### config.mk
export PLATFORM = sky130hd
export DESIGN_NAME = keypad_scan_reader
export DESIGN_NICKNAME = d
export VERILOG_FILES = /design/src/rtl/keypad_scan_reader.sv
export SDC_FILE = /design/constraint.sdc
export NUM_CORES = 1
export LEC_CHECK = 0
export ABC_AREA = 1
export CELL_PAD_IN_SITES_DETAIL_PLACEMENT = 1
export CELL_PAD_IN_SITES_GLOBAL_PLACEMENT = 1
export CORE_MARGIN = 4
export CORE_UTILIZATION = 40
export DETAILED_ROUTE_END_ITERATION = 10
export GPL_TIMING_DRIVEN = 0
export PLACE_DENSITY_LB_ADDON = 0.1
export SYNTH_ARGS = -nofsm -noshare
export SYNTH_HDL_FRONTEND = slang
export SYNTH_SLANG_ARGS = --single-unit
### constraint.sdc
create_clock -name clk -period 3 [get_ports clk]
set_input_delay 0.6 -clock clk [delete_from_list [all_inputs] [get_ports clk]]
set_output_delay 0.6 -clock clk [all_outputs]
set_load 0.02 [all_outputs]
### src/rtl/keypad_scan_reader.sv
// 4x4 keypad scanner: rotates an active-low column strobe, samples the synchronized rows
// at the end of each column period, and debounces whole frames into one-shot key events.
module keypad_scan_reader #(
    parameter int CLK_FREQ        = 1_000,
    parameter int SCAN_HZ         = 50,
    parameter int DEBOUNCE_FRAMES = 3
) (
    input  logic       clk,
    input  logic       rst,
    input  logic [3:0] key_row,
    output logic [3:0] key_col,
    output logic       key_valid,
    output logic [3:0] key_code,
    output logic       key_held
);

    localparam int DEN     = SCAN_HZ * 4;
    localparam int COL_RAW = (DEN == 0) ? 1 : (CLK_FREQ + DEN - 1) / DEN;
    localparam int COL_CNT = (COL_RAW < 1) ? 1 : COL_RAW;
    localparam int CNT_W   = (COL_CNT > 1) ? $clog2(COL_CNT) : 1;
    localparam logic [CNT_W-1:0] CNT_LAST = CNT_W'(COL_CNT - 1);
    localparam logic [3:0]       DEB_N    = 4'(DEBOUNCE_FRAMES);

    localparam logic [1:0] IDLE        = 2'd0;
    localparam logic [1:0] DEB_PRESS   = 2'd1;
    localparam logic [1:0] HELD        = 2'd2;
    localparam logic [1:0] DEB_RELEASE = 2'd3;

    // Key count is only needed as none / one / many, so it saturates at 2.
    function automatic logic [1:0] sat_count(input logic [1:0] acc, input logic [2:0] add);
        logic [3:0] sum;
        sum = {2'b00, acc} + {1'b0, add};
        return (sum >= 4'd2) ? 2'd2 : sum[1:0];
    endfunction

    logic [3:0]       row_p0, row_p1;
    logic [CNT_W-1:0] cnt;
    logic [1:0]       col_idx;
    logic [1:0]       acc_n;
    logic [3:0]       acc_code;
    logic [2:0]       samp_n;
    logic [3:0]       samp_code;
    logic [1:0]       frame_n;
    logic [3:0]       frame_code;
    logic [1:0]       state;
    logic [3:0]       dcnt;
    logic [3:0]       dcnt_inc;
    logic [3:0]       cand;
    logic             sample;
    logic             frame_end;

    // Stage p0/p1: two-flop synchronizer for the asynchronous row lines
    always_ff @(posedge clk or posedge rst) begin
        if (rst) begin
            row_p0 <= 4'b1111;
            row_p1 <= 4'b1111;
        end else begin
            row_p0 <= key_row;
            row_p1 <= row_p0;
        end
    end

    assign sample    = (cnt == CNT_LAST);
    assign frame_end = sample && (col_idx == 2'd3);
    assign key_col   = ~(4'b0001 << col_idx);
    assign dcnt_inc  = dcnt + 4'd1;

    always_ff @(posedge clk or posedge rst) begin
        if (rst) begin
            cnt     <= '0;
            col_idx <= 2'd0;
        end else if (sample) begin
            cnt     <= '0;
            col_idx <= col_idx + 2'd1;
        end else begin
            cnt <= cnt + CNT_W'(1);
        end
    end

    always_comb begin
        samp_n    = 3'd0;
        samp_code = 4'd0;
        for (int r = 0; r < 4; r++) begin
            if (!row_p1[r]) begin
                samp_n    = samp_n + 3'd1;
                samp_code = {2'(r), col_idx};
            end
        end
        frame_n    = sat_count(acc_n, samp_n);
        frame_code = (acc_n == 2'd0) ? samp_code : acc_code;
    end

    always_ff @(posedge clk or posedge rst) begin
        if (rst) begin
            acc_n    <= 2'd0;
            acc_code <= 4'd0;
        end else if (frame_end) begin
            acc_n    <= 2'd0;
            acc_code <= 4'd0;
        end else if (sample) begin
            acc_n    <= frame_n;
            acc_code <= frame_code;
        end
    end

    // Debounce FSM: advances only on frame boundaries, so key_valid can fire once per frame at most
    always_ff @(posedge clk or posedge rst) begin
        if (rst) begin
            state     <= IDLE;
            dcnt      <= 4'd0;
            cand      <= 4'd0;
            key_valid <= 1'b0;
            key_code  <= 4'd0;
            key_held  <= 1'b0;
        end else begin
            key_valid <= 1'b0;
            if (frame_end) begin
                case (state)
                    IDLE: begin
                        if (frame_n == 2'd1) begin
                            cand <= frame_code;
                            dcnt <= 4'd1;
                            if (DEB_N == 4'd1) begin
                                state     <= HELD;
                                key_code  <= frame_code;
                                key_held  <= 1'b1;
                                key_valid <= 1'b1;
                            end else begin
                                state <= DEB_PRESS;
                            end
                        end
                    end
                    DEB_PRESS: begin
                        if (frame_n != 2'd1) begin
                            state <= IDLE;
                        end else if (frame_code != cand) begin
                            cand <= frame_code;
                            dcnt <= 4'd1;
                        end else begin
                            dcnt <= dcnt_inc;
                            if (dcnt_inc == DEB_N) begin
                                state     <= HELD;
                                key_code  <= cand;
                                key_held  <= 1'b1;
                                key_valid <= 1'b1;
                            end
                        end
                    end
                    HELD: begin
                        if (frame_n == 2'd0) begin
                            dcnt <= 4'd1;
                            if (DEB_N == 4'd1) begin
                                state    <= IDLE;
                                key_held <= 1'b0;
                            end else begin
                                state <= DEB_RELEASE;
                            end
                        end
                    end
                    default: begin
                        if (frame_n != 2'd0) begin
                            state <= HELD;
                        end else begin
                            dcnt <= dcnt_inc;
                            if (dcnt_inc == DEB_N) begin
                                state    <= IDLE;
                                key_held <= 1'b0;
                            end
                        end
                    end
                endcase
            end
        end
    end

endmodule

==> metrics.txt <==
crit end category flip-flop; FF+latch count, synth 35; Final Setup Violations 0; crit-path cells inv_2 -> ha_4 -> xnor2_4 -> xor2_1 -> ha_1 -> inv_1 -> fa_2 -> nand2_2 -> nor2_4 -> nand3_4 -> inv_6 -> nand2_8 -> nand2_2 -> o21ai_2; initial antenna violation count 0; Sequential Power Share 0.347; final wirelength 5090 um; largest net degree at the start of global routing 36; Root Driver clkbuf_8; Cells after Synth between 200 and 300; Worst path depth 14; Final nets approximately 320; Max Cap Viol 0; CP top delay family adder cells; Max Freq around 0.34 GHz; Area Overhead vs Synth 25.9%; Unique masters post-synth 31; P per Cell Area approximately 600 nW/um2; commonest cells in the netlist nand2_1, inv_1, dfrtp_1; largest family of logic cells by synthesized area simple AND/OR/NAND/NOR gates; Synth area leaders dfrtp_1, nand2_1, ha_1; DR WL/cell about 14 um; vias about 1800; Synth warnings 0; RR Endpoint key_code[1]$_DFFE_PP0P_; All-Layer GR Usage 0.172; core box area 5200 um2; layout cells sized above 1 0.298; final slew viol count 0; Clock Sinks 35; syn_nets between 200 and 300; post-synthesis compound-gate area fraction 0.0715; Die Width about 82 um; final worst path period need roughly 3000 ps; Post-route DRC 0; Switch Pwr between 0.5 and 0.6 mW; CTS tree built; slowest CP cell fa_2; Crit Path Category reg2reg; most frequent CP cell nand2_2; IO Port Bufs 15; TritonCTS buffer count 5; most used flip-flop cell after synthesis dfrtp_1; Clk network pwr share 0.286; sw frac 0.369; HP Start row_p0[0]$_DFF_PP1_; ANT nets after route 0; Fin. Hold Viols 0; Setup Skew around 5.6 ps; IO Count 16; Synth Area in Adders 0.106; worst slew pin tran 745 ps; Startpoint Class flip-flop; First DRT Iteration DRCs 58; clock latency on the worst-skew pair roughly 300 ps; post-synthesis mux area share 0; Max FO, Critical Path 5; die area between 6000 and 7000 um2; starting density of the core 0.420; worst stage delay on the critical path roughly 620 ps; RSZ-0062 raised after global routing yes; Slew headroom 0.502; first-pass GRT wire length 8750 um; Simple-Gate Fraction of Synth Area 0.309; FFs w/ async S/R, synth 1.00; Avg Vias per Cell slightly below 5; die height approximately 80 um; crit path DAT 3150 ps; EDFF count, synth 0; CTS max path bufs 2; CP Launch Point row_p1[1]$_DFF_PP1_; top-area cell type share of the netlist area 0.309; placed cell area around 2400 um2; VDD IR max 370 uV; final instance area between 2000 and 3000 um2; status complete, no violations; r2r setup slk between 30 and 40 ps; cell internal pwr just over 1 mW; post-synthesis sequential area ratio 0.405; WP data required 3190 ps; clk slew on worst S/H paths 80 ps; gpl congestion 0.806; Congestion Overflow GR 0; reg2reg path depth 14; xor and xnor fraction of the mapped netlist area 0.0200; number of global-route vias before repair approximately 1900; HP Class reg2reg; top cell type by total area after synthesis dfrtp_1; Hold Slack ~360 ps; synthesized area per cell between 8 and 9 um2; worst r2r src row_p1[1]$_DFF_PP1_; Rows 26; H-tree depth 2; Leak roughly 1.3 nW; drt pass-1 iters 4; logic gate share of total power 0.367; most frequent cell after synthesis nand2_1; crit path to key_code[1]$_DFFE_PP0P_; diode count 0; Buf/Inv on CP 3; Post-Syn Area around 2200 um2; hpwl dp 3610 um; part of the cycle the worst path needs 0.989
-- routing by layer --
layer	global-route usage	vias up	share of wire
met3	0.0373	6	0.021
met2	0.300	15	0.51
met5	0	-	0
met4	0.0498	0	0.012
li1	-	887	-
met1	0.212	859	0.45
-- worst min-delay path by stage --
stage	cells after the start	slack [ps]	endpoint
floorplan	0	350	row_p1[0]$_DFF_PP1_
global placement	0	350	row_p1[0]$_DFF_PP1_
detailed placement	0	350	row_p1[0]$_DFF_PP1_
CTS	0	360	row_p1[0]$_DFF_PP1_
global route	0	370	row_p1[2]$_DFF_PP1_
finish	0	360	row_p1[0]$_DFF_PP1_
-- sequential cells by signal (all words and copies together) (netlist names), 2 cells and up --
name / count
cnt: 3
key_code: 4
row_p1: 4
cand: 4
acc_code: 4
dcnt: 4
col_idx: 2
acc_n: 2
state: 2
row_p0: 4
-- area by class of cell --
class                      instances  area, um2
timing repair buffer              21        195
inverter                          41        159
sequential                        35        886
fill                             639       2450
clock buffer                       6       82.6
tap                               70       87.6
buffer                             4       37.5
multi-input combinational        186       1270
clock inverter                     2       38.8
-- layout by cell type, fill, tap and decap left out, types with 2 or more instances in the layout --
| cell type | synthesis | layout |
|---|---|---|
| nor2_4 | 2 | 2 |
| nand3_1 | 18 | 16 |
| buf_4 | 0 | 6 |
| inv_2 | 5 | 8 |
| dfrtp_1 | 27 | 27 |
| nand2_4 | 2 | 6 |
| ha_1 | 17 | 15 |
| o21ai_2 | 2 | 7 |
| inv_6 | 0 | 2 |
| nand3_2 | 6 | 6 |
| dfstp_2 | 8 | 8 |
| buf_6 | 3 | 3 |
| xor2_1 | 2 | 2 |
| nand4_4 | 1 | 2 |
| inv_1 | 35 | 32 |
| ha_4 | 0 | 2 |
| o21ai_1 | 9 | 6 |
| a21oi_1 | 7 | 7 |
| o21ai_0 | 6 | 4 |
| xnor2_1 | 3 | 2 |
| nand3_4 | 0 | 2 |
| nor2_2 | 5 | 6 |
| nor2_1 | 17 | 16 |
| clkbuf_8 | 0 | 6 |
| nand2_1 | 66 | 59 |
| o22ai_1 | 2 | 2 |
| clkdlybuf4s50_1 | 0 | 15 |
| nand2_2 | 12 | 15 |
-- stage by stage --
stage / std cells / utilization / setup WS [ps] / power (mW) / setup TNS [ps]
2_1_floorplan: 265 / - / 57.0 / 0.954 / 0
3_3_place_gp: 350 / 0.466 / -194 / 1.04 / -2400
3_5_place_dp: 350 / 0.466 / -249 / 1.06 / -3000
4_1_cts: 359 / 0.498 / 10.6 / 1.55 / 0
5_1_grt: 365 / 0.529 / -120 / 1.74 / -1030
6_report: 365 / 0.529 / 33.3 / 1.61 / 0
-- timing repair --
item | 4_1_cts | 5_1_grt
gates resized for setup | 6 | 28
pin swaps | 1 | 16
hold buffers | 0 | 0
setup endpoints to repair | 16 | 16
gates cloned | 0 | 1
setup buffers | 1 | 5
-- power by group through the flow --
stage / logic [mW] / registers [mW] / clock network, mW
2_1_floorplan: 0.394 / 0.560 / 0
3_3_place_gp: 0.476 / 0.568 / 0
3_5_place_dp: 0.489 / 0.570 / 0
4_1_cts: 0.518 / 0.560 / 0.473
5_1_grt: 0.668 / 0.568 / 0.499
6_report: 0.591 / 0.560 / 0.461
-- kinds of logic (layout without fill, tap and decap cells) --
group                    after synthesis  count (layout)
AO/OA/AOI/OAI                         28              28
XOR/XNOR                               5               5
adder cells (fa/ha/maj)               18              18
buffers and inverters                 45              74
flip-flops                            35              35
AND/OR/NAND/NOR                      134             135
(Power assumes the default switching activity.)
